**src/rtl/alu_op_scheduler_if.sv**
```systemverilog
// Bundle of requester, datapath and response signals around the shared ALU scheduler.
// The slave modport is the scheduler; the master modport is everything around it.
interface alu_op_scheduler_if #(
  parameter int IN_DATA_WIDTH  = 16,
  parameter int OUT_DATA_WIDTH = 16
);
  logic                      REQ0_VALID, REQ0_READY;
  logic [IN_DATA_WIDTH-1:0]  REQ0_A, REQ0_B;
  logic [3:0]                REQ0_FUNC;
  logic                      REQ1_VALID, REQ1_READY;
  logic [IN_DATA_WIDTH-1:0]  REQ1_A, REQ1_B;
  logic [3:0]                REQ1_FUNC;
  logic [IN_DATA_WIDTH-1:0]  ALU_A, ALU_B;
  logic [1:0]                ALU_FUNC;
  logic [3:0]                UNIT_EN;
  logic [OUT_DATA_WIDTH-1:0] UNIT_OUT;
  logic [3:0]                UNIT_FLAGS;
  logic                      RSP_VALID, RSP_READY;
  logic [OUT_DATA_WIDTH-1:0] RSP_DATA;
  logic                      RSP_ID, RSP_ERR;

  modport slave (
    input  REQ0_VALID, REQ0_A, REQ0_B, REQ0_FUNC,
    input  REQ1_VALID, REQ1_A, REQ1_B, REQ1_FUNC,
    output REQ0_READY, REQ1_READY,
    output ALU_A, ALU_B, ALU_FUNC, UNIT_EN,
    input  UNIT_OUT, UNIT_FLAGS,
    output RSP_VALID, RSP_DATA, RSP_ID, RSP_ERR,
    input  RSP_READY
  );

  modport master (
    output REQ0_VALID, REQ0_A, REQ0_B, REQ0_FUNC,
    output REQ1_VALID, REQ1_A, REQ1_B, REQ1_FUNC,
    input  REQ0_READY, REQ1_READY,
    input  ALU_A, ALU_B, ALU_FUNC, UNIT_EN,
    output UNIT_OUT, UNIT_FLAGS,
    input  RSP_VALID, RSP_DATA, RSP_ID, RSP_ERR,
    output RSP_READY
  );
endinterface

```
**src/rtl/alu_op_scheduler.sv**
```systemverilog
// Round-robin scheduler sharing one ALU datapath between two requesters.
// One op in flight: IDLE -> ISSUE -> WAIT -> RESP, response tagged with requester ID.
module alu_op_scheduler #(
  parameter int IN_DATA_WIDTH  = 16,
  parameter int OUT_DATA_WIDTH = 16
) (
  input logic               CLK,
  input logic               RST,
  alu_op_scheduler_if.slave bus
);

  typedef enum logic [1:0] {IDLE, ISSUE, WAIT, RESP} state_t;

  typedef struct packed {
    logic [IN_DATA_WIDTH-1:0] a;
    logic [IN_DATA_WIDTH-1:0] b;
    logic [3:0]               func;
  } req_t;

  state_t     state;
  logic       prio;
  logic [1:0] lat_unit;
  logic       lat_id;

  logic gnt_vld, gnt_id;
  req_t req0, req1, sel;

  always_comb begin
    req0    = '{a: bus.REQ0_A, b: bus.REQ0_B, func: bus.REQ0_FUNC};
    req1    = '{a: bus.REQ1_A, b: bus.REQ1_B, func: bus.REQ1_FUNC};
    // prio only breaks ties; a lone requester always wins
    gnt_id  = (bus.REQ0_VALID && bus.REQ1_VALID) ? prio : bus.REQ1_VALID;
    gnt_vld = !RST && (state == IDLE) && (bus.REQ0_VALID || bus.REQ1_VALID);
    sel     = gnt_id ? req1 : req0;
    bus.REQ0_READY = gnt_vld && !gnt_id;
    bus.REQ1_READY = gnt_vld && gnt_id;
  end

  always_ff @(posedge CLK) begin
    if (RST) begin
      state         <= IDLE;
      prio          <= 1'b0;
      lat_unit      <= '0;
      lat_id        <= 1'b0;
      bus.ALU_A     <= '0;
      bus.ALU_B     <= '0;
      bus.ALU_FUNC  <= '0;
      bus.UNIT_EN   <= '0;
      bus.RSP_VALID <= 1'b0;
      bus.RSP_DATA  <= '0;
      bus.RSP_ID    <= 1'b0;
      bus.RSP_ERR   <= 1'b0;
    end else begin
      case (state)
        IDLE: if (gnt_vld) begin
          bus.ALU_A    <= sel.a;
          bus.ALU_B    <= sel.b;
          bus.ALU_FUNC <= sel.func[1:0];
          bus.UNIT_EN  <= 4'b0001 << sel.func[3:2];
          lat_unit     <= sel.func[3:2];
          lat_id       <= gnt_id;
          prio         <= ~gnt_id;
          state        <= ISSUE;
        end
        ISSUE: begin
          bus.UNIT_EN <= '0;
          state       <= WAIT;
        end
        // datapath result registered on the ISSUE edge is on UNIT_OUT now
        WAIT: begin
          bus.RSP_DATA  <= bus.UNIT_OUT[OUT_DATA_WIDTH-1:0];
          bus.RSP_ERR   <= ~bus.UNIT_FLAGS[lat_unit];
          bus.RSP_ID    <= lat_id;
          bus.RSP_VALID <= 1'b1;
          state         <= RESP;
        end
        RESP: if (bus.RSP_READY) begin
          bus.RSP_VALID <= 1'b0;
          state         <= IDLE;
        end
        default: state <= IDLE;
      endcase
    end
  end

endmodule

```
**src/flat_wrapper.sv**
```systemverilog
// flat-port wrapper written by rule: the top's interface ports become plain ports
module alu_op_scheduler_flat 
#(
  parameter int IN_DATA_WIDTH  = 16,
  parameter int OUT_DATA_WIDTH = 16
)
  (CLK, RST, bus_REQ0_VALID, bus_REQ0_A, bus_REQ0_B, bus_REQ0_FUNC, bus_REQ1_VALID, bus_REQ1_A, bus_REQ1_B, bus_REQ1_FUNC, bus_REQ0_READY, bus_REQ1_READY, bus_ALU_A, bus_ALU_B, bus_ALU_FUNC, bus_UNIT_EN, bus_UNIT_OUT, bus_UNIT_FLAGS, bus_RSP_VALID, bus_RSP_DATA, bus_RSP_ID, bus_RSP_ERR, bus_RSP_READY);
  alu_op_scheduler_if #(.IN_DATA_WIDTH(IN_DATA_WIDTH), .OUT_DATA_WIDTH(OUT_DATA_WIDTH)) bus_i ();
  input logic CLK;
  input logic RST;
  input wire logic [$bits(bus_i.REQ0_VALID)-1:0] bus_REQ0_VALID;
  input wire logic [$bits(bus_i.REQ0_A)-1:0] bus_REQ0_A;
  input wire logic [$bits(bus_i.REQ0_B)-1:0] bus_REQ0_B;
  input wire logic [$bits(bus_i.REQ0_FUNC)-1:0] bus_REQ0_FUNC;
  input wire logic [$bits(bus_i.REQ1_VALID)-1:0] bus_REQ1_VALID;
  input wire logic [$bits(bus_i.REQ1_A)-1:0] bus_REQ1_A;
  input wire logic [$bits(bus_i.REQ1_B)-1:0] bus_REQ1_B;
  input wire logic [$bits(bus_i.REQ1_FUNC)-1:0] bus_REQ1_FUNC;
  output wire logic [$bits(bus_i.REQ0_READY)-1:0] bus_REQ0_READY;
  output wire logic [$bits(bus_i.REQ1_READY)-1:0] bus_REQ1_READY;
  output wire logic [$bits(bus_i.ALU_A)-1:0] bus_ALU_A;
  output wire logic [$bits(bus_i.ALU_B)-1:0] bus_ALU_B;
  output wire logic [$bits(bus_i.ALU_FUNC)-1:0] bus_ALU_FUNC;
  output wire logic [$bits(bus_i.UNIT_EN)-1:0] bus_UNIT_EN;
  input wire logic [$bits(bus_i.UNIT_OUT)-1:0] bus_UNIT_OUT;
  input wire logic [$bits(bus_i.UNIT_FLAGS)-1:0] bus_UNIT_FLAGS;
  output wire logic [$bits(bus_i.RSP_VALID)-1:0] bus_RSP_VALID;
  output wire logic [$bits(bus_i.RSP_DATA)-1:0] bus_RSP_DATA;
  output wire logic [$bits(bus_i.RSP_ID)-1:0] bus_RSP_ID;
  output wire logic [$bits(bus_i.RSP_ERR)-1:0] bus_RSP_ERR;
  input wire logic [$bits(bus_i.RSP_READY)-1:0] bus_RSP_READY;
  assign bus_i.REQ0_VALID = bus_REQ0_VALID;
  assign bus_i.REQ0_A = bus_REQ0_A;
  assign bus_i.REQ0_B = bus_REQ0_B;
  assign bus_i.REQ0_FUNC = bus_REQ0_FUNC;
  assign bus_i.REQ1_VALID = bus_REQ1_VALID;
  assign bus_i.REQ1_A = bus_REQ1_A;
  assign bus_i.REQ1_B = bus_REQ1_B;
  assign bus_i.REQ1_FUNC = bus_REQ1_FUNC;
  assign bus_REQ0_READY = bus_i.REQ0_READY;
  assign bus_REQ1_READY = bus_i.REQ1_READY;
  assign bus_ALU_A = bus_i.ALU_A;
  assign bus_ALU_B = bus_i.ALU_B;
  assign bus_ALU_FUNC = bus_i.ALU_FUNC;
  assign bus_UNIT_EN = bus_i.UNIT_EN;
  assign bus_i.UNIT_OUT = bus_UNIT_OUT;
  assign bus_i.UNIT_FLAGS = bus_UNIT_FLAGS;
  assign bus_RSP_VALID = bus_i.RSP_VALID;
  assign bus_RSP_DATA = bus_i.RSP_DATA;
  assign bus_RSP_ID = bus_i.RSP_ID;
  assign bus_RSP_ERR = bus_i.RSP_ERR;
  assign bus_i.RSP_READY = bus_RSP_READY;
  alu_op_scheduler #(.IN_DATA_WIDTH(IN_DATA_WIDTH), .OUT_DATA_WIDTH(OUT_DATA_WIDTH)) u_core (.CLK(CLK), .RST(RST), .bus(bus_i));
endmodule
```
**config.mk**
```make
export PLATFORM = sky130hd
export DESIGN_NAME = alu_op_scheduler_flat
export DESIGN_NICKNAME = d
export VERILOG_FILES = /design/src/rtl/alu_op_scheduler_if.sv /design/src/rtl/alu_op_scheduler.sv /design/src/flat_wrapper.sv
export SDC_FILE = /design/constraint.sdc
export NUM_CORES = 1
export LEC_CHECK = 0
export ABC_CLOCK_PERIOD_IN_PS = 2400
export BUFFER_PORTS_ARGS = -buffer_cell sky130_fd_sc_hd__clkbuf_2
export CAP_MARGIN = 20
export CORE_ASPECT_RATIO = 1.4
export CORE_MARGIN = 1.5
export CORE_UTILIZATION = 25
export CTS_BUF_LIST = sky130_fd_sc_hd__clkbuf_8
export DETAILED_ROUTE_END_ITERATION = 8
export PLACE_DENSITY = 0.58
export SLEW_MARGIN = 20
export SYNTH_ARGS = -nofsm -noshare
export SYNTH_HDL_FRONTEND = slang
export SYNTH_SLANG_ARGS = --single-unit
export TNS_END_PERCENT = 50
```
**constraint.sdc**
```tcl
create_clock -name CLK -period 2.4 [get_ports CLK]
set_input_delay 0 -clock CLK [delete_from_list [all_inputs] [get_ports CLK]]
set_output_delay 0 -clock CLK [all_outputs]
set_load 0.02 [all_outputs]
```
# Word level (Yosys, flattened, before mapping)
# Cells that the tools add are included.
totals:
  register_bits: 63
  inputBits: 97
  out_inout_bits: 59
  wordCells: 47
op_classes:
  order_cmp: 1
  n_eq_ne: 5
  shifts: 1
  muxes: 11
  bitwise_logic: 2
  reduce_logical: 15
ops:
  columns: ["op", "n"]
  rows:
  - ["$mux W36", 1]
  - ["$pmux W2 S4", 1]
  - ["$pmux W4 S2", 1]
  - ["$reduce_and A2 Y1", 4]
  - ["$logic_and A1 B1 Y1", 5]
  - ["$eq A2 B2 Y1 const B", 2]
  - ["$mux W2", 2]
  - ["$mux W4", 1]
  - ["$reduce_bool A2 Y1", 2]
  - ["$shl A1 B2 Y4 const A", 1]
  - ["$lt A2 B3 Y1 const B", 1]
  - ["$mux W1", 3]
  - ["$bmux W1 S2", 1]
  - ["$eq A2 B1 Y1 const B", 1]
  - ["$logic_not A1 Y1", 2]
  - ["$logic_not A2 Y1", 1]
  - ["$ne A2 B1 Y1 const B", 1]
  - ["$ne A2 B2 Y1 const B", 1]
  - ["$not A1 Y1", 2]
  - ["$pmux W1 S2", 1]
  - ["$logic_or A1 B1 Y1", 1]

# Logic depth before layout (Yosys ltp)
# Gate-level depths: netlist of run 1.
depth:
  ltp_word: 6
  ltp_mapped: 8
  depth_no_buf: 6

# Worst setup path before layout of run 1
# OpenSTA, ideal clock, no wires.
synth_timing:
  path_kind: "register to register"
  startpoint: "register u_core.state[0]"
  endpoint: "register u_core.bus.ALU_A[12]"
  setup_ns: 0.128
  arrival_time_ns: 1.531
  required_time_ns: 2.272
  slack_ns: 0.741
  path_stages_with_launch: 9
  path_buffers: 2
  synth_period_minus_slack_ns: 1.659
  path_cell_list: "dfxtp_1 > inv_1 > ha_1 > nor2b_1 > o211a_1 > buf_2 > buf_6 > a222oi_1 > nor2_1"
synth_via:
  elab_chain_len: 4
synth_rtl:
  columns: ["element", "line_no", "rtl"]
  rows:
  - ["from (decl)", "alu_op_scheduler.sv:20", "state_t state;"]
  - ["from (signal assigned)", "alu_op_scheduler.sv:41", "state <= IDLE;"]
  - ["from (signal assigned)", "alu_op_scheduler.sv:63", "state <= ISSUE;"]
  - ["from (signal assigned)", "alu_op_scheduler.sv:67", "state <= WAIT;"]
  - ["$logic_not A2 Y1 (*)", "alu_op_scheduler.sv:33, alu_op_scheduler.sv:54", null]
  - ["$logic_and A1 B1 Y1 (2 in series)", "alu_op_scheduler.sv:33", "gnt_vld = !RST && (state == IDLE) && (bus.REQ0_VALID || bus.REQ1_VALID);"]
  - ["$reduce_and A2 Y1 (no source line) (*)", null, null]
  - ["to (signal assigned)", "alu_op_scheduler.sv:56", "bus.ALU_A <= sel.a;"]
  - ["to (decl)", "alu_op_scheduler_if.sv:26", "output ALU_A, ALU_B, ALU_FUNC, UNIT_EN,"]
# Every way passes the cells marked *; elsewhere a longest branch is shown, timed or not.
# A chain may end at the register's enable or synchronous reset.

# Worst setup path after layout of run 1
layout_timing:
  startpoint: "register u_core.state[1]"
  endpoint: "register u_core.bus.ALU_A[2]"
# Same word-level chain as after synthesis.

==> flow_metrics.py, run 1 <==
metrics = {
    "worst_setup_path": {
        "crit_path_end_kind": "flip-flop",
        "critPathMaxFanout": 39,
        "r2r-start": "u_core.state[1]",
        "crit_required_ns": 2.61,
        "arrival_ns": 2.49,
        "critical_path.cell_chain": "inv_1 > ha_1 > nand2b_1 > a211oi_4 > buf_6 > a222oi_1 > dlygate4sd3_1 > nor2_1",
        "critPathLaunchType": "flip-flop",
        "crit_buf_inv": 3,
        "critical-path-top-delay-family": "buffers and inverters",
        "r2r_setup_slack_ns": 0.12,
        "reg2reg_depth": 8,
        "crit_slowest_cell": "dlygate4sd3_1",
        "critical_path_class": "reg2reg",
        "max_stage_delay_ns": 0.61,
        "reg2reg_to": "u_core.bus.ALU_A[2]",
    },
    "grt": {
        "first_global_vias": 3005,
        "grt_use_total_pct": 16.9,
        "grt_overflow": 0,
        "grt_pass1_wl_um": 13700,
        "grt_max_degree": 42,
        "antenna_found_initial": 0,
    },
    "sta": {
        "maxSlewViolCount": 0,
        "final-hold-violation-count": 1,
        "layout_min_cycle_time_ns": 2.28,
        "max_freq_mhz": 439,
        "setup_tns_ns": 0,
        "finalSetupViolations": 0,
        "worst_slew_margin_rel_pct": 61.0,
        "period_share_pct": 95.0,
        "timing.hold.ws_ns": -0.0681,
        "skew_ns": 0.00411,
        "rsz0062_at_grt": "no",
        "worst_slew_pin_slew_ns": 0.581,
    },
    "flow_run": {
        "max_cap_viol_count": 0,
    },
    "yosys": {
        "ys.flop_type": "dfxtp_1",
        "syn_nets": 342,
        "syn_area_per_cell_sq_um": 10.2,
        "async_flop_share_pct": 0,
        "yosysSeqAreaShare_pct": 51.2,
        "synth_most_common_cell": "dfxtp_1",
        "netlist_instances": 241,
        "synth_area_leader_cell": "dfxtp_1",
        "synth_seq_cells": 63,
        "synth_cell_type_count": 32,
        "yosysWarnings": 0,
        "syn-cell-area_sq_um": 2460,
        "synth-edff-count": 0,
        "synthTopCellsByCount": "63 x dfxtp_1, 55 x nor2_1, 34 x a222oi_1",
        "synth.area.top_cells": "dfxtp_1 51%, a222oi_1 14%, nor2_1 8.4%, mux2i_1 8.1%, ha_1 2.0%",
        "synth_top_area_share_pct": 51.2,
    },
    "power_and_ir_drop": {
        "pwr-share-clk_pct": 25.9,
        "p_leak_nw": 2.04,
        "powerDensity_nw_per_um2": 897,
        "switching_share_pct": 34.0,
        "seq_power_share_pct": 34.6,
        "combPwrFrac_pct": 39.5,
        "p_sw_w": 0.00137,
        "ir_worst_vdd_v": 0.000393,
        "intPower_w": 0.00266,
    },
    "drt": {
        "ant_nets": 0,
        "drc": 0,
        "drtIter0Drc": 297,
        "vias": 2960,
        "drt-wirelength-per-cell_um": 14.3,
        "dr.pass1.iters": 7,
        "routed_via_density": 4.79,
        "wl_um": 8860,
    },
    "status": {
        "status": "complete, but fails checks",
        "violations": "hold timing",
    },
    "hold_path": {
        "whs_path_depth": 3,
        "hold_path_class": "in2reg",
        "hold_start": "bus_REQ0_B[9]",
        "whs_endpoint": "u_core.bus.ALU_B[9]",
    },
    "floorplanning": {
        "core_sq_um": 9510,
        "dieArea_sq_um": 10500,
        "pin_count": 156,
        "initial_core_util_pct": 25.9,
        "rows": 42,
        "die-width_um": 86.9,
        "die_y_um": 120,
    },
    "placed_design": {
        "numPortBuffers": 155,
        "routabilityCongestion": 0.741,
        "dp_hpwl_um": 5250,
    },
    "finish": {
        "drive_above_1_share_pct": 37.7,
        "finalNetCount": 582,
        "syn2layout_area_growth_pct": 82.3,
        "diodes": 0,
        "seq_area_sq_um": 1260,
        "multi_input_area_sq_um": 1090,
        "nFillCells": 892,
    },
    "clock_tree": {
        "cts_setup_buffers": 0,
        "cts_root_buffer": "clkbuf_8",
        "cts_sinks": 63,
        "clkLatencyLatePin_ns": 0.34,
        "clkTransAtPathRegs_ns": 0.07,
        "h-tree-depth": 3,
        "cts_buffer_depth": 2,
        "cts_made_buffers": 9,
        "tritoncts": "yes",
    },
}
## power by group through the flow
stage	registers (W)	logic, W	clock network (W)
floorplan	0.00161	0.000681	0
global placement	0.00140	0.00126	0
detailed placement	0.00141	0.00129	0
CTS	0.00139	0.00155	0.00107
global route	0.00141	0.00172	0.00113
finish	0.00139	0.00159	0.00104
## cells by family (layout without fill, tap and decap cells)
group | Yosys count | in the layout | synth area share [%]
compound gates | 50 | 50 | 18.5
fa+ha+maj | 4 | 4 | 2.03
simple gates | 77 | 77 | 13.6
flops | 63 | 63 | 51.2
buf+inv | 26 | 271 | 5.59
mux | 21 | 21 | 9.04
## metrics by stage
stage	cell area, sq um	power [W]	std cells	utilization [%]	setup slack (ns)
2_1_floorplan	2460	0.00229	241	-	0.741
3_3_place_gp	3350	0.00267	514	35.3	0.515
3_5_place_dp	3350	0.00269	514	35.3	0.468
4_1_cts	4460	0.00400	618	46.9	0.0148
5_1_grt	4490	0.00426	618	47.2	0.00502
6_report	4490	0.00403	618	47.2	0.120
## state kept, by name (all words and copies together) (netlist names)
signal                cells
u_core.lat_unit           2
u_core.state              2
u_core.bus.ALU_FUNC       2
u_core.lat_id             1
u_core.bus.UNIT_EN        4
u_core.bus.ALU_A         16
u_core.bus.RSP_ID         1
u_core.prio               1
u_core.bus.RSP_DATA      16
u_core.bus.ALU_B         16
u_core.bus.RSP_VALID      1
u_core.bus.RSP_ERR        1
## worst max-delay path by stage
stage	startpoint	end	slack [ns]	cells past startpoint
final	u_core.state[1]	u_core.bus.ALU_A[2]	0.12	8
after global routing	u_core.state[0]	u_core.bus.ALU_A[12]	0.005	8
after CTS	u_core.state[0]	u_core.bus.ALU_B[14]	0.01	7
after detailed placement	u_core.state[0]	u_core.bus.UNIT_EN[0]	0.47	7
after global placement	u_core.state[0]	u_core.bus.UNIT_EN[0]	0.52	7
after floorplan	u_core.state[0]	u_core.bus.ALU_A[12]	0.74	8
## tightest hold or removal path, stage by stage
cell      delay (ns)
clkbuf_2        0.08
a222oi_1        0.07
nor2_1          0.08
## final cells by class
class                      count  area share [%]
sequential                    63            28.1
clock buffer                  11            3.37
clock inverter                 5            1.62
inverter                       6           0.501
timing repair buffer         249            38.4
multi-input combinational    152            24.3
tap                          132            3.68
## timing repair
| action | in CTS | in global routing |
|---|---|---|
| hold buffers | 88 | 1 |
| endpoints found under the hold margin | 55 | 1 |
| resized for setup | 0 | 5 |
| endpoints found under the setup margin | 0 | 26 |
## cell usage in the layout (no fill, tap or decap), drive strengths merged
cell and count:
a221o 1, bufinv 2, o31ai 1, a222oi 34, ha 4, inv 8, o21a 1, nor2b 3
nor4 1, or4b 1, o221ai 2, nand3 3, a211oi 2, o21ai 4, nor3 2, mux2i 20
clkinv 1, nand2b 1, nand2 7, dfxtp 63, or3 1, a31o 1, mux4 1, nor4b 1
buf 7, nand3b 2, a21oi 3, o211a 1, nor2 55, dlygate4sd3 87, clkbuf 166
## metal layers
layer | track usage, % | vias up | share of wire, %
met5 | 0 | - | 0
met1 | 16.6 | 1409 | 34
li1 | - | 1385 | -
met4 | 11.4 | 0 | 4.4
met2 | 30.6 | 135 | 55
met3 | 4.10 | 31 | 6.0
(Power assumes the default switching activity.)
==> inputs of run 2 (changes only) <==
- ABC_CLOCK_PERIOD_IN_PS: 2400 -> 1940
- PLACE_DENSITY: 0.58 -> 0.6
- clock period: 2.4 -> 1.94 ns (I/O delays scaled with it)
==> flow_metrics.py, run 2 (synthesis gave the netlist of run 1 again) <==
metrics = {
    "finish": {
        "finalNetCount": 583,
        "diodes": 0,
        "layout_common_cells": "155 x clkbuf_2, 88 x dlygate4sd3_1, 61 x dfxtp_1",
        "fin_area_sq_um": 4420,
        "largestRegisters": "u_core.bus.ALU_A x16, u_core.bus.ALU_B x16, u_core.bus.RSP_DATA x16",
        "drive_above_1_share_pct": 37.3,
        "syn2layout_area_growth_pct": 79.6,
        "final_common_cell": "clkbuf_2",
    },
    "placed_design": {
        "routabilityCongestion": 0.758,
        "post-place-ws_ns": 0.125,
        "post_dp_cell_area_sq_um": 3390,
        "numPortBuffers": 155,
        "dp_hpwl_um": 5390,
    },
    "clock_tree": {
        "cts_root_buffer": "clkbuf_8",
        "cts_made_buffers": 9,
        "cts_buffer_depth": 2,
        "cts_sinks": 63,
        "h-tree-depth": 3,
        "clkTransAtPathRegs_ns": 0.07,
        "clkLatencyLatePin_ns": 0.33,
        "tritoncts": "yes",
        "cts_setup_buffers": 0,
    },
    "grt": {
        "grt_use_total_pct": 17.5,
        "antenna_found_initial": 0,
        "grt_max_degree": 43,
        "grt_pass1_wl_um": 14000,
        "first_global_vias": 3046,
        "grt_overflow": 0,
    },
    "worst_setup_path": {
        "r2r-start": "u_core.state[1]",
        "crit_required_ns": 2.14,
        "crit_path_end_kind": "flip-flop",
        "startpoint": "u_core.state[1]",
        "critPathMaxFanout": 22,
        "arrival_ns": 2.03,
        "critPathLaunchType": "flip-flop",
        "critical_path_class": "reg2reg",
    },
    "floorplanning": {
        "core_sq_um": 9510,
        "rows": 42,
        "dieArea_sq_um": 10500,
        "die_y_um": 120,
        "die-width_um": 86.9,
        "initial_core_util_pct": 25.9,
        "pin_count": 156,
    },
    "drt": {
        "drc": 0,
        "dr.pass1.iters": 8,
        "routed_via_density": 4.74,
        "drt-wirelength-per-cell_um": 14.5,
        "drtIter0Drc": 265,
        "ant_nets": 0,
        "vias": 2924,
        "wl_um": 8970,
    },
    "power_and_ir_drop": {
        "powerDensity_nw_per_um2": 1000,
        "p_leak_nw": 2.05,
        "ir_worst_vdd_v": 0.000466,
    },
    "sta": {
        "final-hold-violation-count": 0,
        "worst_slew_margin_rel_pct": 67.3,
        "rsz0062_at_grt": "yes",
        "layout_min_cycle_time_ns": 1.84,
        "maxSlewViolCount": 0,
        "setup_slack_ns": 0.103,
        "skew_ns": 0.00879,
        "max_freq_mhz": 544,
        "worst_slew_pin_slew_ns": 0.489,
        "finalSetupViolations": 0,
        "period_share_pct": 94.7,
    },
    "hold_path": {
        "hold_path_class": "in2reg",
        "hold_start": "bus_REQ0_FUNC[2]",
    },
    "status": {
        "status": "finished, final reports clean",
    },
    "flow_run": {
        "max_cap_viol_count": 0,
    },
}
run 2: cell types whose count changed in the layout (fill, tap and decap cells not counted):
| cell | before | now |
|---|---|---|
| buf_12 | 0 | 2 |
| dlygate4sd3_1 | 87 | 88 |
| dfxtp_1 | 62 | 61 |
| buf_4 | 4 | 3 |
| dfxtp_2 | 1 | 2 |
| inv_1 | 8 | 9 |
| nor2b_4 | 1 | 0 |
| clkinv_2 | 1 | 2 |
| bufinv_16 | 2 | 0 |
| nor2b_2 | 0 | 1 |
| buf_16 | 1 | 0 |
| clkbuf_8 | 11 | 9 |
run 2: path summary, 6_finish.rpt:
check / slack [ns] / endpoint / cells past startpoint
max: 0.10 / u_core.bus.ALU_A[3] / 7
min: 0.03 / u_core.bus.UNIT_EN[0] / 4
max reg2reg: 0.10 / u_core.bus.ALU_A[3] / 7
min reg2reg: 0.46 / u_core.bus.UNIT_EN[0] / 2
run 2: worst max-delay path, cell delays in order (launching register included):
cell	delay [ns]
dfxtp_2	0.36
inv_1	0.07
ha_1	0.22
nor2b_2	0.19
o211a_1	0.18
buf_6	0.19
a222oi_1	0.40
nor2_1	0.09
run 2: metrics by stage:
stage | setup TNS [ns] | utilization [%] | std cells | hold slack, ns | power [W]
finish | 0 | 46.5 | 617 | 0.0277 | 0.00442
global route | -0.00738 | 46.5 | 617 | 0.0206 | 0.00473
CTS | 0 | 46.4 | 617 | 0.00476 | 0.00444
detailed placement | 0 | 35.6 | 515 | 0.247 | 0.00339
global placement | 0 | 35.6 | 515 | 0.236 | 0.00335
floorplan | 0 | - | 241 | 0.138 | 0.00283
run 2: cell type report:
type,count,area [sq um]
Clock buffer,9,124
Sequential cell,63,1260
Multi-Input combinational cell,152,1090
Fill cell,909,5090
Clock inverter,5,21.3
Tap cell,132,165
Inverter,6,22.5
Timing Repair Buffer,250,1740
run 2: where the power goes:
| group | switching (W) | internal, W |
|---|---|---|
| clock | 0.000463 | 0.000430 |
| sequential | 0.000161 | 0.00156 |
| combinational | 0.00100 | 0.000803 |
| total | 0.00163 | 0.00280 |
run 2: routing by layer:
metal  vias to the layer above  routed length, um  GRT usage, %
met5                         -                  0             0
met4                         0                155          7.46
met3                        19                622          5.60
met2                       141               4810          31.8
met1                      1372               3390          18.0
li1                       1392                  -             -
run 2: timing repair:
action	in CTS	in global routing
hold buffers	88	0
gates resized for setup	0	5
setup endpoints to repair	0	11
endpoints found under the hold margin	55	0
==> inputs of run 3 (changes only) <==
- ABC_AREA: unset -> 1
- PLACE_DENSITY: 0.6 -> 0.58
- SLEW_MARGIN: 20 -> 10
==> flow_metrics.py, run 3 <==
metrics = {
    "grt": {
        "grt_overflow": 0,
        "first_global_vias": 3416,
        "grt_use_total_pct": 15.5,
        "grt_max_degree": 39,
        "antenna_found_initial": 0,
        "grt_pass1_wl_um": 14900,
    },
    "finish": {
        "fin_area_sq_um": 4790,
        "nFillCells": 1193,
        "drive_above_1_share_pct": 29.0,
        "final_common_cell": "clkbuf_2",
        "diodes": 0,
        "stdcell_count": 802,
        "finalNetCount": 754,
        "largestRegisters": "u_core.bus.ALU_A x16, u_core.bus.ALU_B x16, u_core.bus.RSP_DATA x16",
        "layout_common_cells": "155 x clkbuf_2, 154 x nand2_1, 77 x dlygate4sd3_1",
        "syn2layout_area_growth_pct": 65.7,
    },
    "clock_tree": {
        "cts_root_buffer": "clkbuf_8",
        "cts_sinks": 63,
        "cts_buffer_depth": 2,
        "h-tree-depth": 3,
        "clkLatencyLatePin_ns": 0.34,
        "cts_made_buffers": 9,
        "tritoncts": "yes",
        "clkTransAtPathRegs_ns": 0.07,
    },
    "sta": {
        "setup_tns_ns": 0,
        "timing.hold.ws_ns": 0.0167,
        "max_freq_mhz": 548,
        "worst_slew_pin_slew_ns": 0.556,
        "rsz0062_at_grt": "no",
        "finalSetupViolations": 0,
        "worst_slew_margin_rel_pct": 62.9,
        "layout_min_cycle_time_ns": 1.82,
        "period_share_pct": 94.0,
        "final-hold-violation-count": 0,
        "maxSlewViolCount": 0,
        "skew_ns": 0.00662,
    },
    "flow_run": {
        "max_cap_viol_count": 0,
    },
    "yosys": {
        "syn_area_per_cell_sq_um": 6.72,
        "synthTopCellsByCount": "155 x nand2_1, 63 x dfxtp_1, 48 x nand3_1",
        "netlist_instances": 430,
        "synth-xor-area-share_pct": 0,
        "synth-simple-area-share_pct": 35.1,
        "yosysWarnings": 0,
        "yosysSeqAreaShare_pct": 43.6,
        "synth_cell_type_count": 24,
        "synth_area_leader_cell": "dfxtp_1",
        "async_flop_share_pct": 0,
        "synth-compound-area-share_pct": 11.8,
        "ys.flop_type": "dfxtp_1",
        "yosys-mux-area-fraction_pct": 0,
        "synth_top_area_share_pct": 43.6,
        "synth_top_family_by_area": "simple AND/OR/NAND/NOR gates",
        "synth-adder-area-share_pct": 1.73,
        "synth-edff-count": 0,
        "synth_most_common_cell": "nand2_1",
        "syn-cell-area_sq_um": 2890,
        "synth_seq_cells": 63,
        "synth.area.top_cells": "dfxtp_1 44%, nand2_1 20%, nand3_1 8.3%, a21oi_1 6.9%, nor2_1 5.6%",
        "syn_nets": 531,
    },
    "drt": {
        "dr.pass1.iters": 4,
        "wl_um": 9310,
        "drc": 0,
        "drt-wirelength-per-cell_um": 11.6,
        "drtIter0Drc": 97,
        "ant_nets": 0,
        "vias": 3517,
        "routed_via_density": 4.39,
    },
    "placed_design": {
        "routabilityCongestion": 0.753,
        "numPortBuffers": 155,
        "post_dp_cell_area_sq_um": 3790,
        "dp_cells": 709,
        "dp_hpwl_um": 6500,
    },
    "worst_setup_path": {
        "arrival_ns": 1.82,
        "critPathMaxFanout": 16,
        "critPathLaunchType": "flip-flop",
        "r2r-start": "u_core.prio",
        "r2r_setup_slack_ns": 0.16,
        "reg2reg_to": "u_core.bus.ALU_A[6]",
        "reg2reg_depth": 8,
        "crit_path_end_kind": "output pin",
        "cp-endpoint": "bus_REQ1_READY",
        "crit_required_ns": 1.94,
        "startpoint": "u_core.state[0]",
        "critical_path_class": "reg2out",
    },
    "floorplanning": {
        "core_sq_um": 11300,
        "rows": 46,
        "initial_core_util_pct": 25.6,
        "dieArea_sq_um": 12200,
        "die-width_um": 93.9,
        "pin_count": 156,
        "die_y_um": 130,
    },
    "power_and_ir_drop": {
        "intPower_w": 0.00295,
        "p_leak_nw": 2.40,
        "combPwrFrac_pct": 38.3,
        "pwr-share-clk_pct": 24.9,
        "switching_share_pct": 37.4,
        "seq_power_share_pct": 36.9,
        "p_sw_w": 0.00176,
        "powerDensity_nw_per_um2": 983,
        "ir_worst_vdd_v": 0.000372,
        "power_w": 0.00471,
    },
    "hold_path": {
        "hold_path_class": "in2reg",
        "hold_start": "bus_REQ0_B[1]",
    },
    "status": {
        "status": "finished, final reports clean",
    },
}
## run 3: per-stage QoR
stage / setup WS [ns] / util [%]
final: 0.116 / 42.4
after global routing: 0.00320 / 42.4
after CTS: 0.0197 / 42.3
after detailed placement: 0.237 / 33.6
after global placement: 0.333 / 33.6
after floorplan: 0.449 / -
## run 3: cells by family (layout without fill, tap and decap cells)
group	Yosys count	count (layout)
AND/OR/NAND/NOR	250	250
AO/OA/AOI/OAI	65	65
flip-flops	63	63
buffers and inverters	48	276
adder cells (fa/ha/maj)	4	4
## run 3: area by class of cell
class / count / area [sq um] / area share [%]
inverter: 18 / 70.1 / 1.46
multi-input combinational: 319 / 1420 / 29.6
tap: 144 / 180 / 3.76
timing repair buffer: 242 / 1650 / 34.5
clock buffer: 11 / 151 / 3.16
clock inverter: 5 / 57.6 / 1.20
sequential: 63 / 1260 / 26.3
## run 3: power groups by stage
stage	logic (W)	registers, W	clock network, W
after floorplan	0.000780	0.00204	0
after global placement	0.00159	0.00175	0
after detailed placement	0.00162	0.00177	0
after CTS	0.00179	0.00174	0.00122
after global routing	0.00201	0.00177	0.00127
final	0.00180	0.00174	0.00117
## run 3: worst max-delay path: stages (launching register included)
cell	delay, ns
dfxtp_1	0.34
inv_1	0.09
ha_2	0.22
inv_2	0.05
nor2_2	0.13
nand2_2	0.11
buf_4	0.22
nor2_2	0.14
clkbuf_2	0.19
## run 3: timing repair
item / 4_1_cts / 5_1_grt
setup endpoints to repair: 0 / 22
hold endpoints to repair: 49 / 0
gates resized for setup: 0 / 7
hold buffers: 77 / 0
buffers inserted: 0 / 0
## run 3: worst min-delay path by stage
stage / endpoint / slack [ns] / depth (start not counted)
2_1_floorplan: u_core.bus.RSP_DATA[0] / 0.13 / 2
3_3_place_gp: u_core.bus.RSP_DATA[15] / 0.22 / 3
3_5_place_dp: u_core.bus.RSP_DATA[12] / 0.23 / 3
4_1_cts: u_core.bus.ALU_B[4] / 0.002 / 5
5_1_grt: u_core.bus.ALU_B[1] / 0.03 / 5
6_report: u_core.bus.ALU_B[1] / 0.02 / 5
## run 3: layer usage
| layer | global-route usage, % | share of wire, % | wire length [um] |
|---|---|---|---|
| met1 | 15.6 | 40 | 3740 |
| met2 | 28.7 | 51 | 4750 |
| met3 | 5.19 | 7.0 | 648 |
| met4 | 6.41 | 1.9 | 174 |
| met5 | 0 | 0 | 0 |
